[config.mk]
export PLATFORM = sky130hd
export DESIGN_NAME = instr_mem_loader
export DESIGN_NICKNAME = d
export VERILOG_FILES = /design/src/rtl/imem_pkg.sv /design/src/rtl/instr_mem_loader_byte_packer.sv /design/src/rtl/instr_mem_loader.sv
export SDC_FILE = /design/constraint.sdc
export NUM_CORES = 1
export LEC_CHECK = 0
export ABC_AREA = 1
export ABC_CLOCK_PERIOD_IN_PS = 1900
export BUFFER_PORTS_ARGS = -buffer_cell sky130_fd_sc_hd__buf_4
export CORE_ASPECT_RATIO = 1.5
export CORE_MARGIN = 3
export CORE_UTILIZATION = 56
export CTS_BUF_LIST = sky130_fd_sc_hd__clkbuf_2 sky130_fd_sc_hd__clkbuf_4 sky130_fd_sc_hd__clkbuf_8
export CTS_CLUSTER_DIAMETER = 30
export DETAILED_ROUTE_END_ITERATION = 10
export PLACE_DENSITY = 0.8
export SLEW_MARGIN = 10
export SYNTH_ARGS = -nofsm -noshare
export SYNTH_HDL_FRONTEND = slang
export SYNTH_SLANG_ARGS = --single-unit
[constraint.sdc]
create_clock -name clk -period 1.9 [get_ports clk]
set_input_delay 0.38 -clock clk [delete_from_list [all_inputs] [get_ports clk]]
set_output_delay 0.38 -clock clk [all_outputs]
set_load 0.05 [all_outputs]
[src/rtl/imem_pkg.sv]
// Types and constants shared by the instruction store and its loader.
package imem_pkg;

  localparam int IMEM_DEPTH = 64;
  localparam int IMEM_AW    = 6;
  localparam int IMEM_IW    = 32;

  typedef enum logic [1:0] {
    IDLE = 2'd0,
    LOAD = 2'd1,
    DONE = 2'd2,
    ERR  = 2'd3
  } loader_state_e;

  // A load request is legal for 1..depth words.
  function automatic logic words_legal(input logic [IMEM_AW:0] n, input int depth);
    return (n != '0) && (32'(n) <= depth);
  endfunction

endpackage

[src/rtl/instr_mem_loader_byte_packer.sv]
// Packs accepted bytes little-endian into 32-bit words; flags the word on its 4th byte.
module byte_packer
  import imem_pkg::*;
(
  input  logic               clk,
  input  logic               rst,
  input  logic               clear,
  input  logic               accept,
  input  logic [7:0]         byte_in,
  output logic               word_valid,
  output logic [IMEM_IW-1:0] word
);

  logic [1:0]         cnt_q, cnt_d;
  logic [IMEM_IW-1:0] asm_q, asm_d;

  // Bytes enter at the top and shift down, so byte 0 ends up in [7:0].
  always_comb begin
    cnt_d = cnt_q;
    asm_d = asm_q;
    if (clear) begin
      cnt_d = '0;
      asm_d = '0;
    end else if (accept) begin
      cnt_d = cnt_q + 2'd1;
      asm_d = {byte_in, asm_q[IMEM_IW-1:8]};
    end
  end

  always_ff @(posedge clk) begin
    if (rst) begin
      cnt_q <= '0;
      asm_q <= '0;
    end else begin
      cnt_q <= cnt_d;
      asm_q <= asm_d;
    end
  end

  assign word_valid = accept && !clear && (cnt_q == 2'd3);
  assign word       = {byte_in, asm_q[IMEM_IW-1:8]};

endmodule

[src/rtl/instr_mem_loader.sv]
// Fills the instruction store from a byte stream and holds the CPU in reset until done.
// Handshake: a byte transfers on a rising edge where byte_valid && byte_ready are both high.
module instr_mem_loader
  import imem_pkg::*;
#(
  parameter int DEPTH = IMEM_DEPTH,
  parameter int AW    = IMEM_AW
) (
  input  logic          clk,
  input  logic          rst,
  input  logic          start,
  input  logic [AW:0]   num_words,
  input  logic          byte_valid,
  input  logic [7:0]    byte_in,
  output logic          byte_ready,
  output logic          mem_we,
  output logic [AW-1:0] mem_addr,
  output logic [31:0]   mem_wdata,
  output logic          busy,
  output logic          done,
  output logic          error,
  output logic          cpu_hold,
  output loader_state_e state_dbg
);

  loader_state_e state_q;
  logic [AW:0]   num_q;
  logic [AW:0]   word_cnt_q;
  logic          byte_ready_q;
  logic          mem_we_q;
  logic [AW-1:0] mem_addr_q;
  logic [31:0]   mem_wdata_q;
  logic          busy_q;
  logic          done_q;
  logic          error_q;
  logic          cpu_hold_q;

  logic          accept;
  logic          pack_clear;
  logic          word_valid;
  logic [31:0]   word;
  logic          start_ok;

  assign accept     = byte_valid && byte_ready_q;
  assign pack_clear = start && (state_q != LOAD);
  assign start_ok   = (num_words != '0) && (32'(num_words) <= DEPTH);

  byte_packer u_packer (
    .clk        (clk),
    .rst        (rst),
    .clear      (pack_clear),
    .accept     (accept),
    .byte_in    (byte_in),
    .word_valid (word_valid),
    .word       (word)
  );

  always_ff @(posedge clk) begin
    if (rst) begin
      state_q      <= IDLE;
      num_q        <= '0;
      word_cnt_q   <= '0;
      byte_ready_q <= 1'b0;
      mem_we_q     <= 1'b0;
      mem_addr_q   <= '0;
      mem_wdata_q  <= '0;
      busy_q       <= 1'b0;
      done_q       <= 1'b0;
      error_q      <= 1'b0;
      cpu_hold_q   <= 1'b1;
    end else begin
      case (state_q)
        IDLE, DONE, ERR: begin
          mem_we_q <= 1'b0;
          if (start) begin
            done_q     <= 1'b0;
            cpu_hold_q <= 1'b1;
            if (start_ok) begin
              state_q      <= LOAD;
              num_q        <= num_words;
              word_cnt_q   <= '0;
              mem_addr_q   <= '0;
              byte_ready_q <= 1'b1;
              busy_q       <= 1'b1;
              error_q      <= 1'b0;
            end else begin
              state_q      <= ERR;
              byte_ready_q <= 1'b0;
              busy_q       <= 1'b0;
              error_q      <= 1'b1;
            end
          end
        end
        LOAD: begin
          mem_we_q <= word_valid;
          if (word_valid) begin
            mem_wdata_q <= word;
            mem_addr_q  <= word_cnt_q[AW-1:0];
            word_cnt_q  <= word_cnt_q + (AW+1)'(1);
            // Stop taking bytes as soon as the final word is complete.
            if (word_cnt_q == num_q - (AW+1)'(1)) begin
              byte_ready_q <= 1'b0;
            end
          end
          // Counter already advanced past the last word while its write is on the port.
          if (mem_we_q && (word_cnt_q == num_q)) begin
            state_q      <= DONE;
            mem_we_q     <= 1'b0;
            byte_ready_q <= 1'b0;
            busy_q       <= 1'b0;
            done_q       <= 1'b1;
            cpu_hold_q   <= 1'b0;
          end
        end
        default: begin
          state_q      <= IDLE;
          byte_ready_q <= 1'b0;
          mem_we_q     <= 1'b0;
          busy_q       <= 1'b0;
        end
      endcase
    end
  end

  assign byte_ready = byte_ready_q;
  assign mem_we     = mem_we_q;
  assign mem_addr   = mem_addr_q;
  assign mem_wdata  = mem_wdata_q;
  assign busy       = busy_q;
  assign done       = done_q;
  assign error      = error_q;
  assign cpu_hold   = cpu_hold_q;
  assign state_dbg  = state_q;

endmodule

==> out/metrics.yaml, run 1 <==
floorplan:
  io_pins: 65
  placeable_core_area_mm2: 0.006218
  chipHeight_um: 104.4
  core.rowCount: 35
  die-area_mm2: 0.007472
  die-width_um: 71.59
  initial_core_util: 0.5811
yosys:
  synth.most_common_cell: "sky130_fd_sc_hd__nand2_1"
  synth.cell_area_mm2: 0.003613
  ff_latch_count_synth: 86
  yosys.area.top_type: "sky130_fd_sc_hd__dfxtp_1"
  synth.distinct_cells: 31
  commonest_cells_in_the_netlist: "sky130_fd_sc_hd__nand2_1, sky130_fd_sc_hd__nor2_1, sky130_fd_sc_hd__dfxtp_1"
  synth_flop_cell: "sky130_fd_sc_hd__dfxtp_1"
  syn-instance-count: 482
  proportion_of_synthesized_chip_area_in_sequential_cells: 0.4765
  netlist.area_leader.share: 0.4765
  share_of_synthesized_registers_carrying_an_async_set_or_reset: 0
  yosysWarnings: 0
  synth.top_cells.by_area: "sky130_fd_sc_hd__dfxtp_1, sky130_fd_sc_hd__nand2_1, sky130_fd_sc_hd__nor2_1, sky130_fd_sc_hd__nand3_1, sky130_fd_sc_hd__a21oi_1"
  syn_nets: 504
  syn_area_per_cell_um2: 7.497
  synth_edf_count: 0
clock_tree:
  cts_buffer_depth: 2
  post_cts_hold_buffer_count: 0
  number_of_clock_sinks_seen_by_cts: 86
  tritoncts_clock_tree: "done"
  cts_buffers: 9
  cts.root.buffer_cell: "sky130_fd_sc_hd__clkbuf_8"
  cts_htree_levels: 3
  cts_setup_buffers: 0
  post_cts_resized: 0
  clk_pin_slew_worst_paths_ps: 80
  clock_latency_ps: 350
place:
  io_buffers: 64
  postPlaceCellArea_mm2: 0.004114
  place.detailed.hpwl_um: 6551
  post-place-ws_ps: 213.6
  gpl.final_weighted_congestion: 0.8975
worst_hold_path:
  worstHoldEndpoint: "busy"
  min_path_cells: 2
  worst_hold_path_type: "input pin to register"
  start_point_of_the_worst_min_delay_path: "rst"
finish:
  final_nets: 562
  area_added_between_synthesis_and_finish_pct: 19.67
  postLayoutCellArea_mm2: 0.004324
  antenna-diode-count: 0
  drive_gt1_frac: 0.2257
timing:
  fin_skew_ps: 12.22
  whs_ps: 258.0
  fin_setup_tns_ps: 0
  final.period_utilization: 0.9308
  max_transition_viols_final: 0
  max_freq_mhz: 565.5
  setup_violations: 0
  slew_headroom: 0.7490
  final-hold-violation-count: 0
  final.min_clock_period_ps: 1768
  setup_ws_ps: 131.5
  worst_pin_slew_ps: 376.0
  grt_setup_unrepaired: "false"
run:
  max_cap_viol_count: 0
grt:
  antenna_violations_before_repair: 0
  grt_max_degree: 28
  grt.overflow.total: 0
  grt_pass1_wl_um: 14880
  vias_in_the_first_global_route: 3219
  globalRouteTotalUtil: 0.2499
power_and_ir_drop:
  power.share.clock: 0.369
  power.switching_fraction: 0.2678
  cellInternalPower_mw: 2.632
  irDropWorstVdd_uv: 824.5
  power.combinational.fraction: 0.114
  p_sw_mw: 0.9624
  power_leakage_nw: 1.842
  finalPower_mw: 3.594
  p_per_area_mw_per_mm2: 831.2
  sequentialPowerShare: 0.517
setup_path:
  worstPathArrival_ps: 1390
  timing.rr.start: "num_q[1]"
  critical_path.max_stage_delay_ps: 440
  critical_path.startpoint: "byte_ready"
  critPathMostFrequentCell: "sky130_fd_sc_hd__buf_4"
  cp-start-kind: "register"
  timing.critical_path.slowest_stage_cell: "sky130_fd_sc_hd__dfxtp_1"
  reg2reg_to: "byte_ready"
  worst_setup_ep_type: "primary output"
  r2r_cells: 12
  regToRegSetupSlack_ps: 210
  worstPathCellList: "buf_4, buf_4"
  critical_path.max_fanout: 27
  worst-endpoint-required_ps: 1520
  timing.setup.critical_path_class: "register to primary output"
route:
  first_pass_iters: 5
  routedWlPerCell_um: 14.36
  remaining_drc_errors: 0
  detail_route.wirelength_um: 8889
  drt_iter0_markers: 152
  average_via_count_per_standard_cell: 5.389
  vias: 3336
  route.antenna.remaining_nets: 0
run_status:
  outcome: "finished, final reports clean"
worst max-delay path by stage:
| stage | end | cells after the start |
|---|---|---|
| after floorplan | byte_ready | 10 |
| after global placement | byte_ready | 11 |
| after detailed placement | state_dbg[1] | 10 |
| after CTS | byte_ready | 2 |
| after global routing | byte_ready | 12 |
| final | byte_ready | 2 |
per-stage QoR:
step | std cells | util
6_report | 619 | 0.6954
5_1_grt | 619 | 0.6954
4_1_cts | 619 | 0.6954
3_5_place_dp | 603 | 0.6616
3_3_place_gp | 603 | 0.6616
2_1_floorplan | 482 | -
cells in the final DEF, fill, tap and decap left out, drive strengths merged:
cell type	n
o221ai	1
nor2	93
nand3	47
ha	3
inv	31
clkinvlp	2
bufinv	1
clkbuf	11
nand2	98
xnor2	2
nand4	2
o21ai	48
clkinv	2
o21bai	1
nor3b	1
xor2	4
a21oi	41
dfxtp	86
buf	71
area by class of cell:
| class | instances | area, um^2 |
|---|---|---|
| fillers | 521 | 1894 |
| inverters | 31 | 117.6 |
| clock inverters | 5 | 65.06 |
| multi-input cells | 341 | 1637 |
| flip-flops and latches | 86 | 1722 |
| repair buffers | 71 | 545.5 |
| clock buffers | 11 | 145.1 |
| well taps | 74 | 92.59 |
worst max-delay path, delay by kind of cell (launching register included):
family,cells,cell delay (ps)
buffers and inverters,2,600
DFF,1,440
layer usage:
layer / vias up / GRT usage / part of all wire
met2: 99 / 0.4500 / 0.54
li1: 1683 / - / -
met3: 21 / 0.05029 / 0.045
met5: - / 0 / 0
met1: 1533 / 0.2780 / 0.38
met4: 0 / 0.1022 / 0.031
state kept, by name, summed over array words and instances (netlist names), 2 cells and up:
name and count:
mem_wdata 32, u_packer.asm_q 24, num_q 7, word_cnt_q 7, mem_addr 6, state_dbg 2
u_packer.cnt_q 2
power by group through the flow:
stage / Combinational [mW] / Clock (mW) / Sequential, mW
after floorplan: 0.258 / 0 / 1.94
after global placement: 0.406 / 0 / 1.90
after detailed placement: 0.407 / 0 / 1.90
after CTS: 0.409 / 1.35 / 1.86
after global routing: 0.455 / 1.43 / 1.86
final: 0.410 / 1.33 / 1.86
cell families (layout without fill, tap and decap cells):
logic type,count (synthesis),after routing,share of synthesized area
buffers and inverters,55,118,0.07064
and+or+nand+nor,241,241,0.2961
DFF,86,86,0.4765
AOI/OAI and AO/OA,91,91,0.1319
xor gates and xnor gates,6,6,0.01454
adders and majority gates,3,3,0.01039
(Power assumes the default switching activity.)
==> inputs of run 2 (changes only) <==
--- a/config.mk
+++ b/config.mk
@@ -6,7 +6,7 @@
 export NUM_CORES = 1
 export LEC_CHECK = 0
 export ABC_AREA = 1
-export ABC_CLOCK_PERIOD_IN_PS = 1900
+export ABC_CLOCK_PERIOD_IN_PS = 2200
 export BUFFER_PORTS_ARGS = -buffer_cell sky130_fd_sc_hd__buf_4
 export CORE_ASPECT_RATIO = 1.5
 export CORE_MARGIN = 3
@@ -14,6 +14,7 @@
 export CTS_BUF_LIST = sky130_fd_sc_hd__clkbuf_2 sky130_fd_sc_hd__clkbuf_4 sky130_fd_sc_hd__clkbuf_8
 export CTS_CLUSTER_DIAMETER = 30
 export DETAILED_ROUTE_END_ITERATION = 10
+export GPL_ROUTABILITY_DRIVEN = 0
 export PLACE_DENSITY = 0.8
 export SLEW_MARGIN = 10
 export SYNTH_ARGS = -nofsm -noshare
==> constraint.sdc (replaced) <==
create_clock -name clk -period 2.2 [get_ports clk]
set_input_delay 0.44 -clock clk [delete_from_list [all_inputs] [get_ports clk]]
set_output_delay 0.44 -clock clk [all_outputs]
set_load 0.05 [all_outputs]
==> run 2 against run 1 <==
Against the previous run:
- final area decreased by 0.87%
- highest routed layer unchanged
- count of clock-buffer cells in the layout decreased by 1
- critical endpoint unchanged
- largest power group unchanged
- sequential power decreased by 14%
- flip-flop and latch count unchanged
- register-to-register slack improved by 190 ps
==> out/metrics.yaml, run 2 (synthesis gave the netlist of run 1 again) <==
run:
  max_cap_viol_count: 0
timing:
  worst_pin_slew_ps: 424.2
  max_transition_viols_final: 0
  max_freq_mhz: 546.4
  grt_setup_unrepaired: "false"
  setup_violations: 0
  final.min_clock_period_ps: 1830
  fin_setup_tns_ps: 0
  slew_headroom: 0.7168
  final-hold-violation-count: 0
  fin_skew_ps: 11.33
  final.period_utilization: 0.8319
grt:
  globalRouteTotalUtil: 0.2392
  vias_in_the_first_global_route: 3208
  grt_max_degree: 36
  grt.overflow.total: 0
  antenna_violations_before_repair: 0
  grt_pass1_wl_um: 14390
route:
  vias: 3311
  detail_route.wirelength_um: 8496
  routedWlPerCell_um: 13.75
  first_pass_iters: 5
  drt_iter0_markers: 131
  route.antenna.remaining_nets: 0
  average_via_count_per_standard_cell: 5.358
  remaining_drc_errors: 0
setup_path:
  worst_setup_ep_type: "primary output"
  worst-endpoint-required_ps: 1760
  timing.setup.critical_path_class: "register to primary output"
  worstPathArrival_ps: 1390
  critical_path.max_fanout: 27
  cp-start-kind: "register"
finish:
  mostFrequentLayoutCells: "sky130_fd_sc_hd__nand2_1, sky130_fd_sc_hd__nor2_1, sky130_fd_sc_hd__dfxtp_1"
  most_common_cell_after_layout_fill_and_taps_aside: "sky130_fd_sc_hd__nand2_1"
  layout.filler_cells: 548
  drive_gt1_frac: 0.2243
  final_nets: 561
  largest_register_ff_count: 32
  area_added_between_synthesis_and_finish_pct: 18.63
  antenna-diode-count: 0
power_and_ir_drop:
  cellInternalPower_mw: 2.151
  p_per_area_mw_per_mm2: 702.9
  irDropWorstVdd_uv: 561.4
  finalPower_mw: 3.013
  sequentialPowerShare: 0.532
  power.combinational.fraction: 0.117
  power_leakage_nw: 1.830
  p_sw_mw: 0.8617
  power.share.clock: 0.351
  power.switching_fraction: 0.2860
clock_tree:
  clock_latency_ps: 360
  tritoncts_clock_tree: "done"
  cts_buffers: 9
  post_cts_resized: 0
  number_of_clock_sinks_seen_by_cts: 86
  post_cts_hold_buffer_count: 0
  cts_htree_levels: 3
  cts_buffer_depth: 2
  cts_setup_buffers: 0
  cts.root.buffer_cell: "sky130_fd_sc_hd__clkbuf_8"
  clk_pin_slew_worst_paths_ps: 90
floorplan:
  die-width_um: 71.59
  chipHeight_um: 104.4
  die-area_mm2: 0.007472
  io_pins: 65
  placeable_core_area_mm2: 0.006218
  core.rowCount: 35
  initial_core_util: 0.5811
place:
  io_buffers: 64
  place.detailed.hpwl_um: 6145
worst_hold_path:
  worst_hold_path_type: "input pin to register"
run_status:
  outcome: "finished, final reports clean"
## run 2: metal layers
| metal | vias to the layer above | share of wire | GRT usage |
|---|---|---|---|
| li1 | 1677 | - | - |
| met1 | 1541 | 0.39 | 0.2619 |
| met2 | 75 | 0.54 | 0.4375 |
| met3 | 18 | 0.045 | 0.03772 |
| met4 | 0 | 0.023 | 0.1075 |
| met5 | - | 0 | 0 |
## run 2: power by group through the flow
stage / combinational, mW / sequential (mW) / clock [mW]
detailed placement: 0.349 / 1.64 / 0
global placement: 0.345 / 1.64 / 0
CTS: 0.351 / 1.60 / 1.07
floorplan: 0.223 / 1.67 / 0
finish: 0.352 / 1.60 / 1.06
global route: 0.393 / 1.61 / 1.13
## run 2: cell type report
class	count	area, um^2	share of cell area
inverters	31	117.6	0.02744
flip-flops and latches	86	1722	0.4016
multi-input cells	341	1637	0.3818
well taps	74	92.59	0.02160
repair buffers	70	525.5	0.1226
clock buffers	10	137.6	0.03211
clock inverters	6	55.05	0.01284
## run 2: stage by stage
step	hold slack, ps	instances	setup WS (ps)	area, um^2	util
5_1_grt	309.5	618	157.0	4287	0.6893
6_report	316.2	618	369.7	4287	0.6893
3_3_place_gp	446.5	602	347.8	4094	0.6584
4_1_cts	308.1	618	373.2	4287	0.6893
2_1_floorplan	436.7	482	555.5	3613	-
3_5_place_dp	450.4	602	283.5	4094	0.6584
## run 2: worst paths after layout
check	endpoint	cells past startpoint	slack [ps]	startpoint
setup reg to reg	mem_addr[3]	6	400	byte_ready
hold reg to reg	u_packer.asm_q[8]	2	460	u_packer.asm_q[8]
setup / recovery	byte_ready	2	370	byte_ready
hold / removal	busy	2	320	rst
## run 2: worst max-delay path: stages (launching register included)
cell and delay (ps):
sky130_fd_sc_hd__dfxtp_1 430, sky130_fd_sc_hd__buf_4 330, sky130_fd_sc_hd__buf_4 260
